File: src/rtl/snake_dir_queue_pkg.sv
// rtl/snake_dir_queue_pkg.sv - shared heading encoding and helpers for the snake game
// Exports: dir_t, LEFT/RIGHT/UP/DOWN codes, DIR_RESET heading, opposite().
package snake_pkg;

    typedef logic [1:0] dir_t;

    localparam dir_t LEFT  = 2'd0;
    localparam dir_t RIGHT = 2'd1;
    localparam dir_t UP    = 2'd2;
    localparam dir_t DOWN  = 2'd3;

    // Heading the snake starts with after reset or game-over restart.
    localparam dir_t DIR_RESET = RIGHT;

    // Opposite pairs differ only in bit 0 (LEFT/RIGHT, UP/DOWN).
    function automatic dir_t opposite(input dir_t dir);
        return {dir[1], ~dir[0]};
    endfunction

endpackage

File: src/rtl/snake_dir_queue_if.sv
// rtl/snake_dir_queue_if.sv - key/tick inputs and heading outputs of the direction queue
// master: drives left/right/up/down/tick, observes direction/dir_changed/pending/overflow.
// slave : the queue itself.
interface snake_dir_queue_if #(
    parameter int DEPTH = 4
);
    import snake_pkg::*;

    localparam int PW = $clog2(DEPTH + 1);

    logic          left;
    logic          right;
    logic          up;
    logic          down;
    logic          tick;
    dir_t          direction;
    logic          dir_changed;
    logic [PW-1:0] pending;
    logic          overflow;

    modport master (
        output left, right, up, down, tick,
        input  direction, dir_changed, pending, overflow
    );

    modport slave (
        input  left, right, up, down, tick,
        output direction, dir_changed, pending, overflow
    );

endinterface

File: src/rtl/snake_dir_queue_key_rise_detect.sv
// rtl/snake_dir_queue_key_rise_detect.sv - 0->1 edge detector for one key level
// Ports: clk, load (reset/restart: capture level, suppress edge), level in, rise out.
module key_rise_detect (
    input  logic clk,
    input  logic load,
    input  logic level,
    output logic rise
);

    logic prev_q;
    logic prev_d;

    // The register always tracks the level; during load it still captures the
    // current level so a key held through reset is not seen as a new press.
    always_comb begin
        prev_d = level;
    end

    always_ff @(posedge clk) begin
        if (load) begin
            prev_q <= level;
        end else begin
            prev_q <= prev_d;
        end
    end

    assign rise = level & ~prev_q & ~load;

endmodule

File: src/rtl/snake_dir_queue.sv
// rtl/snake_dir_queue.sv - filtered FIFO of player headings released one per game tick
// Ports: clk, reset (sync, active-high), restart (same effect as reset),
//        bus (slave): key levels + tick in; direction, dir_changed, pending, overflow out.
module snake_dir_queue
    import snake_pkg::*;
#(
    parameter int DEPTH = 4
) (
    input  logic               clk,
    input  logic               reset,
    input  logic               restart,
    snake_dir_queue_if.slave   bus
);

    localparam int PW = $clog2(DEPTH + 1);
    localparam int AW = $clog2(DEPTH);

    logic clear;
    assign clear = reset | restart;

    // ---------------------------------------------------------------
    // Edge detection, indexed by heading code
    // ---------------------------------------------------------------
    logic [3:0] rise;

    key_rise_detect u_rise_left  (.clk(clk), .load(clear), .level(bus.left),  .rise(rise[LEFT]));
    key_rise_detect u_rise_right (.clk(clk), .load(clear), .level(bus.right), .rise(rise[RIGHT]));
    key_rise_detect u_rise_up    (.clk(clk), .load(clear), .level(bus.up),    .rise(rise[UP]));
    key_rise_detect u_rise_down  (.clk(clk), .load(clear), .level(bus.down),  .rise(rise[DOWN]));

    logic req_valid;
    dir_t req_dir;

    // Simultaneous presses: highest code wins (down > up > right > left).
    always_comb begin
        req_valid = |rise;
        req_dir   = LEFT;
        if (rise[DOWN]) begin
            req_dir = DOWN;
        end else if (rise[UP]) begin
            req_dir = UP;
        end else if (rise[RIGHT]) begin
            req_dir = RIGHT;
        end
    end

    // ---------------------------------------------------------------
    // State
    // ---------------------------------------------------------------
    dir_t          dir_q,         dir_d;
    logic          dir_changed_q, dir_changed_d;
    logic          overflow_q,    overflow_d;
    logic [PW-1:0] pending_q,     pending_d;
    logic [AW-1:0] rd_ptr_q,      rd_ptr_d;
    logic [AW-1:0] wr_ptr_q,      wr_ptr_d;
    dir_t          fifo_q [DEPTH];
    dir_t          fifo_d [DEPTH];

    logic [AW-1:0] tail_ptr;
    dir_t          ref_dir;
    logic          legal;
    logic          full;
    logic          pop;
    logic          push;

    always_comb begin
        dir_d         = dir_q;
        dir_changed_d = 1'b0;
        overflow_d    = 1'b0;
        pending_d     = pending_q;
        rd_ptr_d      = rd_ptr_q;
        wr_ptr_d      = wr_ptr_q;
        fifo_d        = fifo_q;

        // Requests are judged against where the snake will be heading once
        // everything already queued has been played out.
        tail_ptr = wr_ptr_q - AW'(1);
        ref_dir  = (pending_q != '0) ? fifo_q[tail_ptr] : dir_q;

        legal = req_valid && (req_dir != ref_dir) && (req_dir != opposite(ref_dir));
        full  = (pending_q == PW'(DEPTH));
        pop   = bus.tick && (pending_q != '0);
        // A pop in the same cycle frees the slot a full queue needs.
        push  = legal && (!full || pop);

        overflow_d    = legal && full && !pop;
        dir_changed_d = pop;

        if (pop) begin
            dir_d    = fifo_q[rd_ptr_q];
            rd_ptr_d = rd_ptr_q + AW'(1);
        end

        if (push) begin
            fifo_d[wr_ptr_q] = req_dir;
            wr_ptr_d         = wr_ptr_q + AW'(1);
        end

        unique case ({push, pop})
            2'b10:   pending_d = pending_q + PW'(1);
            2'b01:   pending_d = pending_q - PW'(1);
            default: pending_d = pending_q;
        endcase
    end

    always_ff @(posedge clk) begin
        if (clear) begin
            dir_q         <= DIR_RESET;
            dir_changed_q <= 1'b0;
            overflow_q    <= 1'b0;
            pending_q     <= '0;
            rd_ptr_q      <= '0;
            wr_ptr_q      <= '0;
            for (int i = 0; i < DEPTH; i++) begin
                fifo_q[i] <= DIR_RESET;
            end
        end else begin
            dir_q         <= dir_d;
            dir_changed_q <= dir_changed_d;
            overflow_q    <= overflow_d;
            pending_q     <= pending_d;
            rd_ptr_q      <= rd_ptr_d;
            wr_ptr_q      <= wr_ptr_d;
            fifo_q        <= fifo_d;
        end
    end

    assign bus.direction   = dir_q;
    assign bus.dir_changed = dir_changed_q;
    assign bus.overflow    = overflow_q;
    assign bus.pending     = pending_q;

endmodule

File: src/flat_wrapper.sv
// flat-port wrapper written by rule: the top's interface ports become plain ports
module snake_dir_queue_flat import snake_pkg::*;
#(
    parameter int DEPTH = 4
)
  (clk, reset, restart, bus_left, bus_right, bus_up, bus_down, bus_tick, bus_direction, bus_dir_changed, bus_pending, bus_overflow);
  snake_dir_queue_if #(.DEPTH(DEPTH)) bus_i ();
  input  logic clk;
  input  logic reset;
  input  logic restart;
  input wire logic [$bits(bus_i.left)-1:0] bus_left;
  input wire logic [$bits(bus_i.right)-1:0] bus_right;
  input wire logic [$bits(bus_i.up)-1:0] bus_up;
  input wire logic [$bits(bus_i.down)-1:0] bus_down;
  input wire logic [$bits(bus_i.tick)-1:0] bus_tick;
  output wire logic [$bits(bus_i.direction)-1:0] bus_direction;
  output wire logic [$bits(bus_i.dir_changed)-1:0] bus_dir_changed;
  output wire logic [$bits(bus_i.pending)-1:0] bus_pending;
  output wire logic [$bits(bus_i.overflow)-1:0] bus_overflow;
  assign bus_i.left = bus_left;
  assign bus_i.right = bus_right;
  assign bus_i.up = bus_up;
  assign bus_i.down = bus_down;
  assign bus_i.tick = bus_tick;
  assign bus_direction = bus_i.direction;
  assign bus_dir_changed = bus_i.dir_changed;
  assign bus_pending = bus_i.pending;
  assign bus_overflow = bus_i.overflow;
  snake_dir_queue #(.DEPTH(DEPTH)) u_core (.clk(clk), .reset(reset), .restart(restart), .bus(bus_i));
endmodule
File: config.mk
export PLATFORM = sky130hd
export DESIGN_NAME = snake_dir_queue_flat
export DESIGN_NICKNAME = d
export VERILOG_FILES = /design/src/rtl/snake_dir_queue_pkg.sv /design/src/rtl/snake_dir_queue_if.sv /design/src/rtl/snake_dir_queue_key_rise_detect.sv /design/src/rtl/snake_dir_queue.sv /design/src/flat_wrapper.sv
export SDC_FILE = /design/constraint.sdc
export NUM_CORES = 1
export LEC_CHECK = 0
export ABC_CLOCK_PERIOD_IN_PS = 3300
export BUFFER_PORTS_ARGS = -buffer_cell sky130_fd_sc_hd__clkbuf_2
export CAP_MARGIN = 25
export CORE_MARGIN = 2
export CORE_UTILIZATION = 40
export DETAILED_ROUTE_END_ITERATION = 16
export PLACE_DENSITY = 0.63
export SYNTH_ARGS = -nofsm -noshare
export SYNTH_HDL_FRONTEND = slang
export SYNTH_HIERARCHICAL = 1
export SYNTH_SLANG_ARGS = --single-unit
File: constraint.sdc
create_clock -name clk -period 3.3 [get_ports clk]
set_input_delay 0 -clock clk [delete_from_list [all_inputs] [get_ports clk]]
set_output_delay 0 -clock clk [all_outputs]
set_load 0.01 [all_outputs]
==> results.md, run 1 <==
- Clock network latency to the later pin of the worst-skew pair: 310 ps
- Worst Path Arrival: 3290 ps
- Main synth FF type: dfxtp_1
- GPL Wtd Cong: 0.805
- Initial Utilization: 0.412
- Slew Limit Fails: 0
- Warnings, synthesis: 6
- Met2 usage: 0.264
- Total power: 0.463 mW
- Area contributors post-synth: dfxtp_1, mux4_2, ha_1, nor2_1, mux2i_1
- Gr ovfl total: 0
- Post-synth ARST share: 0
- Max clock buf depth: 2
- Most used routing layer: met2
- # resized after CTS: 0
- Count of cell types in the netlist: 30
- Area growth syn-to-layout: 18.5%
- Largest net degree at the start of global routing: 14
- CTS buffer count: 3
- N_diodes: 0
- Syn_nets: 127
- Setup Buffers After CTS: 0
- Highest Clock Rate: 328 MHz
- Hpwl dp: 1660 um
- Min cycle time layout: 3040 ps
- Final worst-path cycle share: 0.923
- HP Class: in -> reg
- Layout Skew: 5.82 ps
- Fin Setup TNS: 0 ps
- Slowest cell on crit path: dfxtp_1
- Outcome: completed
- Avg Vias per Cell: 5.24
- Hold buffer count at cts: 7
- CTS Root Buffer Type: clkbuf_4
- Worst-path maximum fanout: 9
- Number of H-tree levels: 1
- Share of cells above drive strength 1: 0.212
- CTS tree: yes
- Setup WS post-layout: 255 ps
- FF+latch count, synth: 23
- Pwr Density: 350 nW/um2
- Slew headroom: 0.618
- Post-route ant nets: 0
- Synthesized area: 1120 um2
- Most frequent cell after synthesis: dfxtp_1
- Vias in the first global route: 919
- Wirelength, routed: 2230 um
- EDFF count, synth: 0
- Critical path capture point type: register
- Dpl ws: 284 ps
- Port Buf Inserts: 14
- Starting DRT DRC Count: 25
- Met3 Usage GRT: 0.0323
- Sequential area share after synthesis: 0.412
- Leak: 0.515 nW
- Nets: 152
- Via count: 881
- Max incr delay on CP: 470 ps
- Synth Area per Inst: 9.89 um2
- Detailed Routing Iterations Pass 1: 4
- Clock Sinks: 23
- Share of the synthesized area in the top cell type: 0.412
- Tightest Pin Transition: 569 ps
- Crit Path Class: reg -> reg
- Core Area: 2710 um2
- Max-Cap Viols: 0
- All-Layer GR Usage: 0.156
- Final setup fails: 0
- Row cnt: 19
- Antenna violations before repair: 0
- First-pass GRT wire length: 3970 um
- Die Wd: 56.9 um
- Grt met1 use: 0.190
- Cells after Synth: 113
- Data required time of the worst path: 3540 ps
- CP Launch Type: register
- Area leader, netlist: dfxtp_1
- DRC: 0
- CP cell instances: inv_1 > ha_1 > mux4_2 > o2111ai_1 > o21ai_4 > nor2_1 > ha_1 > inv_1 > fa_1 > xor2_1 > or3_1 > a21oi_1
- CTS clock-pin slew for the worst setup and hold paths: 130 ps
- IO Count: 15
- Die area: 3230 um2
- Routed WL per cell: 13.3 um
- Most frequent cells after synthesis: dfxtp_1, nor2_1, inv_1
- Peak supply drop: 0.244 mV
- Final Hold Viols: 0
- RSZ-0062 raised after global routing: no
- Die height: 56.9 um
## through the flow
stage                     instance area, um2  hold slack, ps  utilization  std cells
after floorplan                         1120            27.7            -        113
after global placement                  1230             114        0.452        157
after detailed placement                1230             115        0.452        157
after CTS                               1320            14.3        0.488        168
after global routing                    1320            28.5        0.488        168
final                                   1320            28.6        0.488        168
## kinds of logic (layout without fill, tap and decap cells)
family | after synthesis | count (layout) | share of synthesized area
and+or+nand+nor | 35 | 35 | 0.169
AOI/OAI and AO/OA | 24 | 24 | 0.165
DFF | 23 | 23 | 0.412
buffers and inverters | 13 | 37 | 0.0437
muxes | 8 | 8 | 0.105
adders and majority gates | 6 | 6 | 0.0739
xor gates and xnor gates | 4 | 4 | 0.0314
## power by group
part	total [mW]	internal, mW	switching [mW]
clock	0.131	0.0452	0.0859
combinational	0.0453	0.0214	0.0239
sequential	0.286	0.282	0.00394
## sequential cells by signal, summed over array words and instances (netlist names)
register	flops
u_core/fifo_q	8
u_core/bus.pending	3
u_core/bus.direction	2
u_core/rd_ptr_q	2
u_core/wr_ptr_q	2
u_core/bus.dir_changed	1
u_core/bus.overflow	1
u_core/u_rise_down/prev_q	1
u_core/u_rise_left/prev_q	1
u_core/u_rise_right/prev_q	1
u_core/u_rise_up/prev_q	1
## cell usage in the layout (no fill, tap or decap), types with 2 or more instances in the layout
cell type / count
dfxtp_1: 23
clkbuf_2: 14
nor2_1: 14
inv_1: 11
dlygate4sd3_1: 7
nand2_1: 6
nor3_1: 6
o21ai_0: 5
mux2i_1: 5
ha_1: 5
a221oi_1: 4
nor3b_2: 4
clkbuf_4: 3
mux4_2: 3
o21ai_1: 3
a21oi_1: 3
xor2_1: 3
or3_1: 2
## final timing paths
check / startpoint / endpoint / slack (ps) / cells past startpoint
setup / recovery: u_core/wr_ptr_q[0] / u_core/bus.pending[2] / 260 / 12
hold / removal: restart / u_core/wr_ptr_q[1] / 30 / 4
setup reg to reg: u_core/wr_ptr_q[0] / u_core/bus.pending[2] / 260 / 12
hold reg to reg: u_core/bus.direction[0] / u_core/bus.direction[0] / 490 / 2
## metal layers
metal / share of wire / vias to the layer above
met2: 0.48 / 13
met1: 0.48 / 415
met3: 0.027 / 4
li1: - / 449
met5: 0 / -
met4: 0.013 / 0
## cell type report
| cell class | instances | area [um2] |
|---|---|---|
| repair buffers | 22 | 148 |
| clock inverters | 1 | 5.00 |
| flip-flops and latches | 23 | 460 |
| fillers | 268 | 1390 |
| well taps | 31 | 38.8 |
| clock buffers | 3 | 22.5 |
| inverters | 11 | 41.3 |
| multi-input cells | 77 | 608 |
## worst max-delay path: cells and delay by family (launching register included)
kind	cells	cell delay (ps)
adder cells (fa/ha/maj)	3	870
AO/OA/AOI/OAI	3	510
flip-flops	1	470
AND/OR/NAND/NOR	2	450
multiplexers	1	370
buffers and inverters	2	160
XOR/XNOR	1	150
Note: power is estimated with default switching activity, not from simulation.
==> run 2: changes to the inputs <==
CAP_MARGIN = unset   (was 25)
PLACE_DENSITY = 0.7   (was 0.63)
SLEW_MARGIN = 20   (was unset)
==> results.md, run 2 (synthesized netlist as in run 1, its figures left out) <==
- Gr ovfl total: 0 (unchanged)
- Starting DRT DRC Count: 24 (-4.0%)
- Slew Limit Fails: 0 (unchanged)
- Tightest Pin Transition: 595 ps (+26.0 ps)
- Most flop-heavy register: u_core/fifo_q
- Area growth syn-to-layout: 18.5% (unchanged)
- Layout Skew: 13.8 ps (+8.01 ps)
- Setup Buffers After CTS: 0 (unchanged)
- Clock network latency to the later pin of the worst-skew pair: 320 ps (about the same)
- Die Wd: 56.9 um (unchanged)
- Slew headroom: 0.600 (-0.0175)
- Max clock buf depth: 2 (unchanged)
- Antenna violations before repair: 0 (unchanged)
- Wirelength, routed: 2250 um (+0.90%)
- GPL Wtd Cong: 0.766 (-4.9%)
- Commonest cells after routing, fill and taps aside: dfxtp_1, clkbuf_2, nor2_1
- Outcome: completed
- Die area: 3230 um2 (unchanged)
- Hpwl dp: 1680 um (+1.3%)
- DRC: 0 (unchanged)
- Largest net degree at the start of global routing: 14 (unchanged)
- Core Area: 2710 um2 (unchanged)
- Critical path capture point type: register
- Highest Clock Rate: 324 MHz (-1.2%)
- Pwr Density: 352 nW/um2 (+0.58%)
- Initial Utilization: 0.412 (unchanged)
- Hold WS: 44.5 ps (+15.9 ps)
- Share of cells above drive strength 1: 0.212 (unchanged)
- Crit Path Class: reg -> reg
- Avg Vias per Cell: 5.27 (+0.45%)
- Peak supply drop: 0.355 mV (+45%)
- CTS tree: yes
- Port Buf Inserts: 14 (unchanged)
- HP Class: in -> reg
- RSZ-0062 raised after global routing: no
- First-pass GRT wire length: 3730 um (-6.2%)
- # resized after CTS: 0 (unchanged)
- Nets: 152 (unchanged)
- Detailed Routing Iterations Pass 1: 4 (unchanged)
- All-Layer GR Usage: 0.146 (-0.0102)
- Die height: 56.9 um (unchanged)
- Clock Sinks: 23 (unchanged)
- Post-route ant nets: 0 (unchanged)
- Data required time of the worst path: 3560 ps (+20 ps)
- Fin Setup TNS: 0 ps (unchanged)
- N_diodes: 0 (unchanged)
- Min cycle time layout: 3080 ps (+36.9 ps)
- CTS Root Buffer Type: clkbuf_4
- Worst-path maximum fanout: 9 (unchanged)
- Routed WL per cell: 13.4 um (+0.90%)
- Max-Cap Viols: 0 (unchanged)
- CTS buffer count: 3 (unchanged)
- Number of H-tree levels: 1 (unchanged)
- Row cnt: 19 (unchanged)
- Largest register FFs: 8 (unchanged)
- Vias in the first global route: 849 (-7.6%)
- Final Hold Viols: 0 (unchanged)
- Final setup fails: 0 (unchanged)
- IO Count: 15 (unchanged)
- CTS clock-pin slew for the worst setup and hold paths: 140 ps (about the same)
- Leak: 0.515 nW (unchanged)
- Final worst-path cycle share: 0.934 (+0.0112)
- Most common cell after layout, fill and taps aside: dfxtp_1
- Via count: 885 (+0.45%)
- Worst Path Arrival: 3340 ps (+50 ps)
- CP Launch Type: register
==> run 2: cell counts in the layout (fill, tap and decap cells not counted) <==
Identical to the previous run, type by type.
==> run 2: what timing repair did <==
item	CTS	global route
setup endpoints to repair	0	0
hold buffers	7	0
hold endpoints to repair	7	0
==> run 2: final timing paths <==
| path | from | to | slack (ps) | cells past startpoint |
|---|---|---|---|---|
| min | restart | u_core/wr_ptr_q[1] | 40 | 4 |
| max | u_core/wr_ptr_q[0] | u_core/bus.pending[2] | 220 | 12 |
| min reg2reg | u_core/bus.direction[0] | u_core/bus.direction[0] | 480 | 2 |
| max reg2reg | u_core/wr_ptr_q[0] | u_core/bus.pending[2] | 220 | 12 |
==> run 2: critical path, cell delays in order (launching register included) <==
cell       delay [ps]
dfxtp_1           480
inv_1             100
ha_1              350
mux4_2            380
o2111ai_1         190
o21ai_4           160
nor2_1            140
ha_1              190
inv_1              60
fa_1              370
xor2_1            160
or3_1             310
a21oi_1           140
==> run 2: per-stage QoR <==
| stage | instance area [um2] | total power [mW] | setup WS, ps | cells | util |
|---|---|---|---|---|---|
| 2_1_floorplan | 1120 | 0.319 | 502 | 113 | - |
| 3_3_place_gp | 1230 | 0.330 | 431 | 157 | 0.452 |
| 3_5_place_dp | 1230 | 0.332 | 237 | 157 | 0.452 |
| 4_1_cts | 1320 | 0.469 | 211 | 168 | 0.488 |
| 5_1_grt | 1320 | 0.484 | 33.6 | 168 | 0.488 |
| 6_report | 1320 | 0.466 | 218 | 168 | 0.488 |
==> run 2: layout make-up <==
type	count	area (um2)
Clock inverter	1	5.00
Inverter	11	41.3
Sequential cell	23	460
Tap cell	31	38.8
Clock buffer	3	22.5
Multi-Input combinational cell	77	608
Timing Repair Buffer	22	148
Fill cell	266	1390
==> run 2: layer usage <==
| layer | vias up | GRT usage | wire, um |
|---|---|---|---|
| met1 | 410 | 0.174 | 1010 |
| met5 | - | 0 | 0 |
| met3 | 2 | 0.0438 | 103 |
| li1 | 450 | - | - |
| met4 | 0 | 0.0233 | 21 |
| met2 | 23 | 0.261 | 1110 |
==> run 2: report_power, final <==
group / internal, mW / switching (mW)
registers: 0.282 / 0.00397
clock network: 0.0454 / 0.0878
logic: 0.0215 / 0.0244
==> run 3: changes to the inputs <==
SETUP_SLACK_MARGIN = 0.5   (was unset)
==> results.md, run 3 (synthesized netlist as in run 1, its figures left out) <==
- Outcome: completed
- Final worst-path cycle share: 0.818 (-0.116)
- Most used routing layer: met2
- Detailed Routing Iterations Pass 1: 4 (unchanged)
- Row cnt: 19 (unchanged)
- Slew Limit Fails: 0 (unchanged)
- Critical path capture point type: register
- Met3 Usage GRT: 0.0438 (unchanged)
- Clock Sinks: 23 (unchanged)
- Largest register FFs: 8 (unchanged)
- Hold WS: 39.4 ps (-5.04 ps)
- All-Layer GR Usage: 0.153 (+0.00764)
- Wirelength, routed: 2340 um (+4.3%)
- Fin Setup TNS: 0 ps (unchanged)
- Leak: 0.545 nW (+5.8%)
- Slowest cell on crit path: dfxtp_2
- Die area: 3230 um2 (unchanged)
- CTS buffer count: 3 (unchanged)
- First-pass GRT wire length: 3920 um (+5.2%)
- CTS Root Buffer Type: clkbuf_4
- Max-Cap Viols: 0 (unchanged)
- Data required time of the worst path: 3560 ps (about the same)
- CP Launch Type: register
- Sequential power share: 0.614 (about the same)
- Commonest cells after routing, fill and taps aside: dfxtp_1, clkbuf_2, nor2_1
- CTS clock-pin slew for the worst setup and hold paths: 130 ps (about the same)
- Logic pwr share: 0.103 (+0.004)
- Internal power: 0.350 mW (+0.12%)
- Die height: 56.9 um (unchanged)
- Most common cell after layout, fill and taps aside: dfxtp_1
- Met2 usage: 0.292 (+0.0316)
- Final setup fails: 0 (unchanged)
- IO Count: 15 (unchanged)
- Clock network latency to the later pin of the worst-skew pair: 320 ps (about the same)
- Worst Path Arrival: 2960 ps (-380 ps)
- Post-route ant nets: 0 (unchanged)
- Crit Path Class: reg -> reg
- Nets: 157 (+3.3%)
- Die Wd: 56.9 um (unchanged)
- Highest Clock Rate: 371 MHz (+14%)
- Number of H-tree levels: 1 (unchanged)
- Peak supply drop: 0.310 mV (-13%)
- Share of cells above drive strength 1: 0.289 (+0.0771)
- HP Class: in -> reg
- Final Hold Viols: 0 (unchanged)
- Placed cell areas: 1230 um2 (unchanged)
- Antenna violations before repair: 0 (unchanged)
- Pwr Density: 335 nW/um2 (-4.7%)
- Largest net degree at the start of global routing: 14 (unchanged)
- Gr ovfl total: 0 (unchanged)
- Total power: 0.465 mW (about the same)
- Worst-path maximum fanout: 3 (-6)
- NetSw: 0.116 mW (-0.39%)
- Sw frac: 0.249 (-0.000962)
- Grt met1 use: 0.175 (+0.00142)
- Core Area: 2710 um2 (unchanged)
- N_diodes: 0 (unchanged)
- Avg Vias per Cell: 5.29 (+0.51%)
- Via count: 916 (+3.5%)
- Routed WL per cell: 13.5 um (+1.3%)
- Fin area: 1390 um2 (+4.9%)
- Clock share of power: 0.283 (-0.003)
- Max incr delay on CP: 370 ps (-110 ps)
- Layout Skew: 11.1 ps (-2.73 ps)
- RSZ-0062 raised after global routing: no
- Port Buf Inserts: 14 (unchanged)
- CP dominant cell by count: inv_1
- DRC: 0 (unchanged)
- Most flop-heavy register: u_core/fifo_q
- Vias in the first global route: 880 (+3.7%)
- Max clock buf depth: 2 (unchanged)
- Hpwl dp: 1680 um (unchanged)
- CP cell instances: inv_1 > ha_4 > mux4_2 > o2111ai_2 > o21ai_4 > nor2_1 > ha_2 > inv_1 > fa_1 > xor2_1 > or3_1 > a21oi_2
- Area growth syn-to-layout: 24.3%
- Slew headroom: 0.644 (+0.0439)
- CTS tree: yes
- Layout Utilization: 0.512 (+0.0240)
- Initial Utilization: 0.412 (unchanged)
- GPL Wtd Cong: 0.766 (unchanged)
- Min cycle time layout: 2700 ps (-383 ps)
- Starting DRT DRC Count: 24 (unchanged)
- Tightest Pin Transition: 529 ps (-65.4 ps)
run 3: layer usage:
metal	wire, um	up-vias
met5	0	-
met4	0	0
met3	128	0
met2	1190	21
met1	1020	434
li1	-	461
run 3: what timing repair did:
item | 4_1_cts | 5_1_grt
setup buffers | 2 | 4
resized for setup | 4 | 3
hold buffers | 6 | 0
endpoints found under the setup margin | 2 | 1
hold endpoints to repair | 7 | 0
run 3: critical path, delay by kind of cell (launching register included):
kind	cells	cell delay, ps
fa+ha+maj	3	860
simple gates	2	440
flops	1	370
mux	1	320
xor+xnor	1	160
compound gates	3	350
buf+inv	2	140
run 3: power groups by stage:
stage | combinational, mW | sequential [mW] | clock (mW)
CTS | 0.0452 | 0.286 | 0.137
global placement | 0.0376 | 0.292 | 0
floorplan | 0.0267 | 0.292 | 0
detailed placement | 0.0392 | 0.293 | 0
finish | 0.0481 | 0.286 | 0.132
global route | 0.0522 | 0.286 | 0.145
run 3: layout make-up:
type	count	area (um2)
Fill cell	258	1320
Tap cell	31	38.8
Clock buffer	3	22.5
Inverter	11	41.3
Timing Repair Buffer	27	183
Sequential cell	23	465
Clock inverter	1	5.00
Multi-Input combinational cell	77	633
run 3: through the flow:
step / std cells / worst slack [ps]
finish: 173 / 601
global route: 173 / 510
CTS: 169 / 542
detailed placement: 157 / 237
global placement: 157 / 431
floorplan: 113 / 502
run 3: path summary, 6_finish.rpt:
| check | startpoint | to | slack [ps] | cells past startpoint |
|---|---|---|---|---|
| hold / removal | reset | u_core/wr_ptr_q[1] | 40 | 4 |
| setup reg to reg | u_core/wr_ptr_q[1] | u_core/bus.pending[2] | 600 | 12 |
| hold reg to reg | u_core/bus.direction[0] | u_core/bus.direction[0] | 480 | 2 |
| setup / recovery | u_core/wr_ptr_q[1] | u_core/bus.pending[2] | 600 | 12 |
